===== src/rtl/csc_layer_group_sched.sv =====
// Ping-pong register-group scheduler: tracks two config groups, launches and retires CSC layers in order.
// Optional run-cycle counters are built when CSC_GRP_PERF_CNT_EN is defined.
module csc_layer_group_sched #(
  parameter int unsigned LAUNCH_DLY = 2,
  parameter int unsigned CNT_W      = 4
) (
  input  logic        nvdla_core_clk,
  input  logic        nvdla_core_rstn,
  input  logic        op_en_wr,
  input  logic        op_en_grp,
  input  logic        dp_done,
  output logic        dp_start,
  output logic        dp_grp,
  output logic        consumer,
  output logic [1:0]  status_0,
  output logic [1:0]  status_1,
  output logic        op_en_0,
  output logic        op_en_1,
  output logic [1:0]  done_intr,
  output logic        err_wr_busy,
  output logic [31:0] perf_cyc_0,
  output logic [31:0] perf_cyc_1
);

  localparam logic [1:0] GRP_IDLE = 2'd0;
  localparam logic [1:0] GRP_RUN  = 2'd1;
  localparam logic [1:0] GRP_PEND = 2'd2;

  typedef enum logic [1:0] {ST_IDLE, ST_WAIT, ST_RUN} state_t;

  state_t           state_q, state_d;
  logic [CNT_W-1:0] cnt_q, cnt_d;
  logic             consumer_q, consumer_d;
  logic [1:0]       status_q [2];
  logic [1:0]       status_d [2];
  logic [1:0]       op_en_q, op_en_d;
  logic             start_q, start_d;
  logic [1:0]       done_q, done_d;
  logic             err_q, err_d;
  logic             other;

  assign other = ~consumer_q;

  always_comb begin
    state_d    = state_q;
    cnt_d      = cnt_q;
    consumer_d = consumer_q;
    status_d   = status_q;
    op_en_d    = op_en_q;
    start_d    = 1'b0;
    done_d     = 2'b00;
    err_d      = 1'b0;

    // Writes are judged on registered status, so a same-cycle done still rejects them.
    if (op_en_wr) begin
      if (status_q[op_en_grp] == GRP_IDLE) begin
        status_d[op_en_grp] = GRP_PEND;
        op_en_d[op_en_grp]  = 1'b1;
      end else if (status_q[op_en_grp] == GRP_RUN) begin
        err_d = 1'b1;
      end
    end

    case (state_q)
      ST_IDLE: begin
        if (status_q[consumer_q] == GRP_PEND) begin
          state_d = ST_WAIT;
          cnt_d   = CNT_W'(LAUNCH_DLY);
        end
      end
      ST_WAIT: begin
        if (cnt_q != '0) begin
          cnt_d = cnt_q - CNT_W'(1);
        end else begin
          start_d              = 1'b1;
          status_d[consumer_q] = GRP_RUN;
          state_d              = ST_RUN;
        end
      end
      ST_RUN: begin
        if (dp_done) begin
          status_d[consumer_q] = GRP_IDLE;
          op_en_d[consumer_q]  = 1'b0;
          done_d[consumer_q]   = 1'b1;
          consumer_d           = other;
          // Skip the idle check when the other group is already queued to save a cycle.
          if (status_q[other] == GRP_PEND) begin
            state_d = ST_WAIT;
            cnt_d   = CNT_W'(LAUNCH_DLY);
          end else begin
            state_d = ST_IDLE;
          end
        end
      end
      default: state_d = ST_IDLE;
    endcase
  end

  always_ff @(posedge nvdla_core_clk) begin
    if (!nvdla_core_rstn) begin
      state_q     <= ST_IDLE;
      cnt_q       <= '0;
      consumer_q  <= 1'b0;
      status_q[0] <= GRP_IDLE;
      status_q[1] <= GRP_IDLE;
      op_en_q     <= 2'b00;
      start_q     <= 1'b0;
      done_q      <= 2'b00;
      err_q       <= 1'b0;
    end else begin
      state_q    <= state_d;
      cnt_q      <= cnt_d;
      consumer_q <= consumer_d;
      status_q   <= status_d;
      op_en_q    <= op_en_d;
      start_q    <= start_d;
      done_q     <= done_d;
      err_q      <= err_d;
    end
  end

  assign dp_start    = start_q;
  assign dp_grp      = consumer_q;
  assign consumer    = consumer_q;
  assign status_0    = status_q[0];
  assign status_1    = status_q[1];
  assign op_en_0     = op_en_q[0];
  assign op_en_1     = op_en_q[1];
  assign done_intr   = done_q;
  assign err_wr_busy = err_q;

`ifdef CSC_GRP_PERF_CNT_EN
  function automatic logic [31:0] sat_inc(input logic [31:0] v);
    return (v == 32'hFFFF_FFFF) ? v : v + 32'd1;
  endfunction

  logic [31:0] run_cnt_q;
  logic [31:0] perf_q [2];

  // Latched value includes the done cycle itself.
  always_ff @(posedge nvdla_core_clk) begin
    if (!nvdla_core_rstn) begin
      run_cnt_q <= '0;
      perf_q[0] <= '0;
      perf_q[1] <= '0;
    end else begin
      if (start_d) begin
        run_cnt_q <= '0;
      end else if (state_q == ST_RUN) begin
        run_cnt_q <= sat_inc(run_cnt_q);
      end
      if (state_q == ST_RUN && dp_done) begin
        perf_q[consumer_q] <= sat_inc(run_cnt_q);
      end
    end
  end

  assign perf_cyc_0 = perf_q[0];
  assign perf_cyc_1 = perf_q[1];
`else
  assign perf_cyc_0 = '0;
  assign perf_cyc_1 = '0;
`endif

endmodule

===== config.mk =====
export PLATFORM = sky130hd
export DESIGN_NAME = csc_layer_group_sched
export DESIGN_NICKNAME = d
export VERILOG_FILES = /design/src/rtl/csc_layer_group_sched.sv
export SDC_FILE = /design/constraint.sdc
export NUM_CORES = 1
export LEC_CHECK = 0
export ABC_CLOCK_PERIOD_IN_PS = 1600
export CELL_PAD_IN_SITES_DETAIL_PLACEMENT = 0
export CELL_PAD_IN_SITES_GLOBAL_PLACEMENT = 2
export CORE_MARGIN = 10
export CORE_UTILIZATION = 19
export CTS_CLUSTER_DIAMETER = 40
export CTS_CLUSTER_SIZE = 8
export DETAILED_ROUTE_END_ITERATION = 10
export PLACE_DENSITY_LB_ADDON = 0.1
export SETUP_SLACK_MARGIN = 0.1
export SLEW_MARGIN = 10
export SYNTH_ARGS = -nofsm -noshare
export SYNTH_HDL_FRONTEND = slang
export SYNTH_SLANG_ARGS = --single-unit
export TNS_END_PERCENT = 5

===== constraint.sdc =====
create_clock -name nvdla_core_clk -period 1.6 [get_ports nvdla_core_clk]
set_input_delay 0.32 -clock nvdla_core_clk [delete_from_list [all_inputs] [get_ports nvdla_core_clk]]
set_output_delay 0.32 -clock nvdla_core_clk [all_outputs]
set_load 0.1 [all_outputs]

After elaboration in Yosys (flattened, before gate mapping):

Index checks and enable logic that the tools add are counted.

* output and inout port bits: 76
* flip-flop bits (word level): 17
* bits of input ports: 5
* word-level logic and storage cells: 98

* bitwise gates (word level): 17
* add/subtract/negate cells: 1
* mux-type cells: 38
* equal/unequal tests: 10
* $lt $le $gt $ge: 9
* reductions and logical operators: 14

Operators with widths (count)
* $mux W2: 18
* $mux W4: 8
* $pmux W4 S3: 1
* $ne A2 B2 Y1 const B: 5
* $pmux W4 S2: 1
* $and A2 B2 Y2: 3
* $eq A2 B2 Y1 const B: 3
* $ge A2 B2 Y1 const B: 3
* $not A1 Y2: 3
* $not A2 Y2: 3
* $or A2 B2 Y2: 3
* $pmux W2 S3: 1
* $reduce_and A3 Y1: 2
* $mux W1: 5
* $reduce_and A5 Y1: 1
* $and A4 B4 Y4: 1
* $demux W2 S1: 2
* $eq A2 B1 Y1 const B: 2
* $logic_and A1 B1 Y1: 4
* $logic_not A2 Y1: 2
* $lt A1 B2 Y1 const B: 2
* $lt A2 B1 Y1 const B: 2
* $not A4 Y4: 1
* $reduce_and A2 Y1: 2
* 7 further kinds: 11

Logic depth before layout (Yosys ltp):

Gate-level depths: netlist of run 1.

* depth after elaboration: 12
* depth in mapped cells: 6
* gate-level depth less buffers: 6

Least setup slack after synthesis of run 1:

No wires, ideal clock.

* path type: register to register
* from: register status_q (netlist bit status_0[1])
* to: register cnt_q[2]
* library setup time: 0.127 ns
* arrival time: 2.096 ns
* required time: 1.473 ns
* slack: -0.623 ns
* path buffers: 0
* clock period less this slack: 2.223 ns
* stages on the path, launching flop included: 5
* cells stage by stage: dfxtp_1 -> or3b_4 -> a31oi_4 -> o32ai_1 -> or3_1

* word-level cells in the longest chain between the ends: 6
* elaborated cells between the ends (all ways): 11
* classes of those cells: eq/ne (4); mux (6); reduce/logical (1)

Ends and longest elaborated chain
* start: declaration: line 34 `logic [1:0] status_q [2];`
* start signal: assignment: line 114 `status_q <= status_d;`
* $mux W2, on equally long branches (3 in series): line 87, 66
* $eq A2 B2 Y1, on equally long branches: line 87, 66
* $ne A2 B2 Y1 (no line)
* $reduce_and A5 Y1 (no line) *
* end signal: assignment: line 112 `cnt_q <= cnt_d;`
* end: declaration: line 32 `logic [CNT_W-1:0] cnt_q, cnt_d;`

Mark *: on every way between the ends. The rest lies on a longest branch, timed or not. The select of a mux whose other input is x is not followed.
A chain may end at the register's enable or synchronous reset.

Worst setup path after layout of run 1:

* from: register state_q[1]
* to: register cnt_q[2]

* word-level cells in the longest chain between the ends: 3
* elaborated cells between the ends (all ways): 10
* classes of those cells: eq/ne (6); mux (1); reduce/logical (3)

Ends and longest elaborated chain
* start: declaration: line 31 `state_t state_q, state_d;`
* start signal: assignment: line 111 `state_q <= state_d;`
* $eq A2 B2 Y1, or another cell as far along: line 64 `case (state_q)`
* $ne A2 B2 Y1 (no line) / $reduce_bool A3 Y1 (equally long branches)
* $reduce_and A5 Y1 (no line)

Parallel ways exist; a longest one is shown, timed or not.

==> results of run 1 <==
-- area by class of cell --
| type | instances | area, µm² |
|---|---|---|
| fillers | 884 | 5680 |
| multi-input cells | 144 | 923 |
| repair buffers | 48 | 520 |
| flip-flops and latches | 17 | 358 |
| well taps | 102 | 128 |
| clock buffers | 3 | 41.3 |
| inverters | 8 | 30.0 |
| clock inverters | 1 | 5.00 |
-- state kept, by name, summed over array words and instances, names as in the netlist, 2 cells and up --
name and flops:
done_intr 2, cnt_q 4, op_en_q 2, status_1 2, state_q 2, status_0 2
-- timing repair --
action | in CTS | in global routing
endpoints found under the setup margin | 10 | 10
gates resized for setup | 12 | 9
pin swaps | 4 | 4
setup buffers | 2 | 0
-- per-layer routing --
layer / global-route usage (%) / vias up
li1: - / 566
met1: 7.85 / 563
met2: 12.1 / 43
met3: 1.84 / 2
met4: 1.98 / 0
met5: 0 / -
-- tightest hold or removal path: stages, from the launching register on --
cell	delay (ns)
dfxtp_2	0.38
o41ai_2	0.06
a21oi_1	0.06
-- path summary, 6_finish.rpt --
check,startpoint,end,slack [ns],depth (start not counted)
worst max-delay path,state_q[1],cnt_q[2],0.01,6
worst min-delay path,status_1[0],status_1[0],0.53,2
worst max register to register,state_q[1],cnt_q[2],0.01,6
worst min register to register,status_1[0],status_1[0],0.53,2
-- power groups by stage --
stage          combinational (W)  sequential [W]  clock (W)
2_1_floorplan            0.00132        0.000790          0
3_3_place_gp             0.00203        0.000558          0
3_5_place_dp             0.00202        0.000559          0
4_1_cts                  0.00212        0.000550   0.000355
5_1_grt                  0.00230        0.000562   0.000364
6_report                 0.00217        0.000552   0.000337
-- cells in the mapped netlist (3+ instances only) --
cell type and n:
a21oi_1 3, a31oi_1 3, buf_4 65, dfxtp_1 17, ha_1 6, inv_1 7, nand2_1 8, nand3_1 5
nor2_1 4, nor2b_1 3, nor3_1 3, o21ai_0 4
-- metrics by stage --
| stage | area, µm² | instances | hold slack, ns |
|---|---|---|---|
| 4_1_cts | 1970 | 323 | 0.530 |
| 3_5_place_dp | 1860 | 317 | 0.533 |
| 5_1_grt | 2010 | 323 | 0.547 |
| 6_report | 2010 | 323 | 0.525 |
| 2_1_floorplan | 1740 | 237 | 0.464 |
| 3_3_place_gp | 1860 | 317 | 0.539 |
-- cell families after synthesis --
logic type | Yosys count | synth area share (%)
buffers and inverters | 76 | 36.1
and+or+nand+nor | 39 | 15.8
AOI/OAI and AO/OA | 32 | 17.9
DFF | 17 | 22.9
adders and majority gates | 6 | 5.05
muxes | 2 | 1.35
other | 1 | 0.252
xor gates and xnor gates | 1 | 0.589
==> flow_metrics.tcl, run 1 <==
set metrics [dict create \
    outcome "completed" \
    cts_buffer_depth 2 \
    port-buffer-count 16 \
    grt-ovfl-total 0 \
    arrival_ns 1.73 \
    cts_root_buf "clkbuf_8" \
    p_sw_share_pct 54.7 \
    met3_length_um 257 \
    p_leak_nw 0.906 \
    drtIter0Drc 19 \
    antenna_left 0 \
    setup_tns_ns 0 \
    critical_path.top_delay_family "simple AND/OR/NAND/NOR gates" \
    clk_latency_ns 0.25 \
    path_buf_inv 1 \
    post-route-util_pct 26.1 \
    cts_sinks 17 \
    setup_slack_ns 0.0140 \
    dieArea_um2 11800 \
    grt_pass1_wl_um 6530 \
    hold_viol 0 \
    grt_pass1_vias 1265 \
    netlist.area_leader.share_pct 32.8 \
    synth.area.top_cells "buf_4 33%, dfxtp_1 23%, ha_1 5.1%" \
    maxSlewViolCount 0 \
    cp-end-kind "flop" \
    place_congestion 0.723 \
    setup_viol 0 \
    nNetsFinal 233 \
    pre_cts_ws_ns -0.0922 \
    max_stage_delay_ns 0.34 \
    hp-class "flop to flop" \
    die_w_um 108 \
    cp_data_required_time_ns 1.74 \
    coreArea_um2 7690 \
    rsz0062_at_grt "yes" \
    drc 0 \
    power_w 0.00306 \
    synth-edff-count 0 \
    hpwlAfterDp_um 3460 \
    layout-drive-gt1-share_pct 35.7 \
    synth_cell_type_count 48 \
    dr.max_layer_used "met4" \
    powerDensity_nw_per_um2 1530 \
    rows 32 \
    finalCriticalPeriod_ns 1.59 \
    first_pass_iters 4 \
    vdd_ir_drop_max_uv 310 \
    ys_seq_area_share_pct 22.9 \
    crit_type "flop to flop" \
    cp_slowest_cell "dfxtp_2" \
    syn_to_final_growth_pct 34.9 \
    die_y_um 108 \
    antenna_found_initial 0 \
    worstSetupStartpointType "flop" \
    synth_seq_cells 17 \
    cts_htree_levels 1 \
    crit_chain "inv_1, ha_2, and4bb_2, a31oi_4, o32ai_1, or3_1" \
    yosys.area.top_type "buf_4" \
    avgSynthCellArea_um2 8.54 \
    crit_fanout 5 \
    vias 1174 \
    final_cell_mix "64 x conb_1, 32 x buf_4, 12 x buf_12, 9 x dfxtp_1, 7 x nand2_1" \
    wl_met1_um 1790 \
    ys.flop_type "dfxtp_1" \
    diodes 0 \
    start_util_pct 19.3 \
    fin_skew_ns 0.00661 \
    grt.total_usage_pct 6.84 \
    max_cap_violations 0 \
    yosysWarnings 0 \
    p_seq_share_pct 18.0 \
    syn-cell-area_um2 1490 \
    clkSlewWorstSetupHoldPaths_ns 0.08 \
    combPwrFrac_pct 71.0 \
    ctsHoldBuffers 0 \
    cts_buffers 3 \
    cts_tree "done" \
    clkPwrFrac_pct 11.0 \
    wire_per_inst_um 12.9 \
    max_freq_ghz 0.631 \
    wirelength_um 4160 \
    grt_max_degree 12 \
    final_common_cell "conb_1" \
    period_share_pct 99.1 \
    io_pins 81 \
    switchingPower_w 0.00167 \
    async_flop_share_pct 0 \
    vias_per_cell 3.63 \
    internal-power_w 0.00139 \
    wl_met2_um 2090 \
    syn_inst 174 \
]
Power figures use the tool's default switching activity.
==> inputs of run 2 (changes only) <==
- CTS_CLUSTER_DIAMETER: 40 -> 120
- REMOVE_ABC_BUFFERS: unset -> 1
==> flow_metrics.tcl, run 2 (synthesis gave the netlist of run 1 again) <==
set metrics [dict create \
    dpl-instance-area_um2 1860 \
    drtIter0Drc 18 \
    clkPwrFrac_pct 11.4 \
    cp-end-kind "flop" \
    max_cap_violations 0 \
    arrival_ns 1.72 \
    p_sw_share_pct 54.1 \
    combPwrFrac_pct 71.1 \
    clkSlewWorstSetupHoldPaths_ns 0.09 \
    power_w 0.00319 \
    grt.total_usage_pct 6.50 \
    largest_register_ff_count 4 \
    cts_root_buf "clkbuf_8" \
    cts_sinks 17 \
    wire_per_inst_um 12.6 \
    vias_per_cell 3.62 \
    fin_skew_ns 0.0110 \
    wirelength_um 4120 \
    max_freq_ghz 0.640 \
    rows 32 \
    grt_pass1_vias 1286 \
    clk_latency_ns 0.27 \
    final_common_cell "conb_1" \
    cts_tree "done" \
    vias 1184 \
    grt_pass1_wl_um 6220 \
    multi_input_comb_area_um2 950 \
    drc 0 \
    outcome "completed" \
    setup_slack_ns 0.0383 \
    rsz0062_at_grt "yes" \
    regMostFlops "cnt_q" \
    die_w_um 108 \
    worstSetupStartpointType "flop" \
    place_congestion 0.732 \
    nFillCells 852 \
    finalCriticalPeriod_ns 1.56 \
    layout-drive-gt1-share_pct 37.3 \
    switchingPower_w 0.00173 \
    dieArea_um2 11800 \
    port-buffer-count 16 \
    first_pass_iters 4 \
    io_pins 81 \
    p_leak_nw 0.926 \
    antenna_found_initial 0 \
    nNetsFinal 237 \
    internal-power_w 0.00146 \
    syn_to_final_growth_pct 38.7 \
    cts_buffer_depth 2 \
    setup_tns_ns 0 \
    powerDensity_nw_per_um2 1550 \
    cp_data_required_time_ns 1.76 \
    hp-class "flop to flop" \
    maxSlewViolCount 0 \
    pre_cts_ws_ns -0.0753 \
    crit_type "flop to flop" \
    period_share_pct 97.6 \
    setup_viol 0 \
    die_y_um 108 \
    antenna_left 0 \
    hold_viol 0 \
    vdd_ir_drop_max_uv 418 \
    cts_htree_levels 1 \
    diodes 0 \
    crit_fanout 5 \
    stdcell_area_um2 2060 \
    p_seq_share_pct 17.6 \
    final_cell_mix "64 x conb_1, 33 x buf_4, 12 x dfxtp_1, 12 x buf_12, 8 x nand2_1" \
    register_area_um2 347 \
    post-route-util_pct 26.8 \
    hpwlAfterDp_um 3430 \
    coreArea_um2 7690 \
    grt-ovfl-total 0 \
    start_util_pct 19.3 \
    cts_buffers 3 \
    grt_max_degree 11 \
]
==> run 2: cell types whose count changed in the layout (fill, tap and decap cells not counted), moves of 3 or more <==
cell     previous run  this run
inv_1               6         3
dfxtp_4             3         0
inv_2               1         4
dfxtp_1             9        12
buf_6               0         3
==> run 2: stage by stage <==
stage / hold WS, ns / std cells
after detailed placement: 0.585 / 319
after global routing: 0.606 / 327
after global placement: 0.589 / 319
after floorplan: 0.442 / 169
final: 0.599 / 327
after CTS: 0.604 / 327
==> run 2: worst max-delay path, stage by stage, from the launching register on <==
cell and delay [ns]:
dfxtp_2 0.35, inv_2 0.05, buf_6 0.11, ha_4 0.16, buf_6 0.12, a31oi_4 0.23
o32ai_1 0.10, or3_1 0.31
==> run 2: timing repair <==
action | CTS | global route
gates resized for setup | 27 | 6
setup endpoints to repair | 10 | 10
hold buffers | 0 | 0
pin swaps | 9 | 4
setup buffers | 4 | 0
==> run 2: layout make-up <==
class                      instances  share of cell area (%)
multi-input combinational        144                    46.1
clock buffer                       3                    2.00
inverter                           8                    1.46
timing repair buffer              52                    27.2
tap                              102                    6.19
clock inverter                     1                   0.243
sequential                        17                    16.8
==> run 2: worst paths after layout <==
| path | from | to | slack [ns] | cells after the start |
|---|---|---|---|---|
| max | state_q[1] | cnt_q[2] | 0.04 | 7 |
| min | op_en_q[1] | op_en_q[1] | 0.60 | 1 |
| max reg2reg | state_q[1] | cnt_q[2] | 0.04 | 7 |
| min reg2reg | op_en_q[1] | op_en_q[1] | 0.60 | 1 |
==> run 2: power groups by stage <==
stage          logic, W  registers [W]  clock network, W
2_1_floorplan   0.00116       0.000800                 0
3_3_place_gp    0.00201       0.000556                 0
3_5_place_dp    0.00199       0.000556                 0
4_1_cts         0.00223       0.000559          0.000367
5_1_grt         0.00240       0.000570          0.000380
6_report        0.00227       0.000560          0.000362
==> run 2: per-layer routing <==
metal | track usage (%) | routed length (µm)
met4 | 0.565 | 10
met3 | 2.44 | 280
met1 | 7.59 | 1900
met2 | 11.5 | 1930
met5 | 0 | 0
==> inputs of run 3 (changes only) <==
- RECOVER_POWER: unset -> 25
==> flow_metrics.tcl, run 3 (synthesis gave the netlist of run 1 again) <==
set metrics [dict create \
    worstSetupStartpointType "flop" \
    hold_viol 0 \
    antenna_found_initial 0 \
    hpwlAfterDp_um 3430 \
    hp-class "flop to flop" \
    crit_chain "inv_2, buf_6, ha_4, buf_6, a31oi_4, o32ai_1, or3_1" \
    max_stage_delay_ns 0.35 \
    place_congestion 0.732 \
    wirelength_um 4150 \
    slew_headroom_pct 63.2 \
    grt_pass1_vias 1286 \
    max_cap_violations 0 \
    cts_buffers 3 \
    grt_max_degree 11 \
    start_util_pct 19.3 \
    p_sw_share_pct 54.6 \
    vdd_ir_drop_max_uv 418 \
    largest_register_ff_count 4 \
    drtIter0Drc 21 \
    syn_to_final_growth_pct 33.7 \
    maxSlewViolCount 0 \
    cts_tree "done" \
    final_common_cell "conb_1" \
    clk_latency_ns 0.27 \
    crit_top_cell "buf_6" \
    clkSlewWorstSetupHoldPaths_ns 0.09 \
    crit_type "flop to flop" \
    switchingPower_w 0.00172 \
    ctsHoldBuffers 0 \
    layoutNonFillerInstCount 327 \
    grt-ovfl-total 0 \
    dp.cells 319 \
    drc 0 \
    vias_per_cell 3.64 \
    wire_per_inst_um 12.7 \
    grt.total_usage_pct 6.50 \
    nNetsFinal 237 \
    power_w 0.00315 \
    coreArea_um2 7690 \
    powerDensity_nw_per_um2 1590 \
    first_pass_iters 4 \
    tightest_slew_ns 0.554 \
    pre_cts_ws_ns -0.0753 \
    final_cell_mix "64 x conb_1, 33 x buf_4, 12 x dfxtp_1, 8 x nand2_1, 7 x buf_12" \
    post-route-util_pct 25.8 \
    clkPwrFrac_pct 11.5 \
    max_freq_ghz 0.640 \
    p_seq_share_pct 17.6 \
    diodes 0 \
    cts_buffer_depth 2 \
    io_pins 81 \
    setup_viol 0 \
    port-buffer-count 16 \
    cp_slowest_cell "dfxtp_2" \
    die_w_um 108 \
    setup_tns_ns 0 \
    finalCriticalPeriod_ns 1.56 \
    cts_htree_levels 1 \
    die_y_um 108 \
    dieArea_um2 11800 \
    vias 1191 \
    grt_pass1_wl_um 6220 \
    rsz0062_at_grt "yes" \
    outcome "completed" \
    cts_sinks 17 \
    layout-drive-gt1-share_pct 37.3 \
    cp_data_required_time_ns 1.76 \
    fin_skew_ns 0.0108 \
    p_leak_nw 0.908 \
    period_share_pct 97.6 \
    crit_fanout 5 \
    antenna_left 0 \
    internal-power_w 0.00143 \
    cts_root_buf "clkbuf_8" \
    rows 32 \
    arrival_ns 1.72 \
    cp-end-kind "flop" \
    setup_slack_ns 0.0383 \
    regMostFlops "cnt_q" \
    combPwrFrac_pct 70.9 \
]
[run 3: changes by cell type in the layout (fill, tap and decap cells not counted), sizes merged]
cell           change
clkbuf             +5
clkdlybuf4s50      -1
dlygate4sd3        +1
buf                -5
[run 3: area by class of cell]
class,instances,area (µm²)
clock buffer,3,41.3
clock inverter,1,5.00
fill,862,5700
inverter,8,30.0
multi-input combinational,144,950
sequential,17,347
tap,102,128
timing repair buffer,52,487
[run 3: through the flow]
step | hold WS [ns] | instance area (µm²)
2_1_floorplan | 0.442 | 1220
3_3_place_gp | 0.589 | 1860
3_5_place_dp | 0.585 | 1860
4_1_cts | 0.604 | 2040
5_1_grt | 0.541 | 1990
6_report | 0.533 | 1990
[run 3: path summary, 6_finish.rpt]
kind / start / depth (start not counted) / slack (ns) / to
worst max-delay path: state_q[1] / 7 / 0.04 / cnt_q[2]
worst min-delay path: op_en_q[1] / 1 / 0.53 / op_en_q[1]
worst max register to register: state_q[1] / 7 / 0.04 / cnt_q[2]
worst min register to register: op_en_q[1] / 1 / 0.53 / op_en_q[1]
[run 3: worst max-delay path: cells and delay by family (launching register included)]
family                   cells  cell delay [ns]
AO/OA/AOI/OAI                2             0.33
buffers and inverters        3             0.28
adder cells (fa/ha/maj)      1             0.16
AND/OR/NAND/NOR              1             0.31
flip-flops                   1             0.35
[run 3: routing by layer]
layer	share of wire [%]	routed length [µm]	global-route usage, %	vias to the layer above
met3	6.6	272	2.44	2
met2	47	1930	11.5	55
met4	0.24	10	0.565	0
met5	0	0	0	-
met1	47	1940	7.59	558
li1	-	-	-	576
[run 3: repair_timing]
| action | in CTS | in global routing |
|---|---|---|
| cloned | 0 | 0 |
| gates resized for setup | 27 | 6 |
| pin swaps | 9 | 4 |
| hold endpoints to repair | 0 | 0 |
| endpoints found under the setup margin | 10 | 10 |
| buffers inserted | 4 | 0 |
[run 3: power groups by stage]
stage	combinational, W	sequential, W	clock, W
finish	0.00223	0.000554	0.000363
CTS	0.00223	0.000559	0.000367
floorplan	0.00116	0.000800	0
detailed placement	0.00199	0.000556	0
global placement	0.00201	0.000556	0
global route	0.00237	0.000564	0.000380
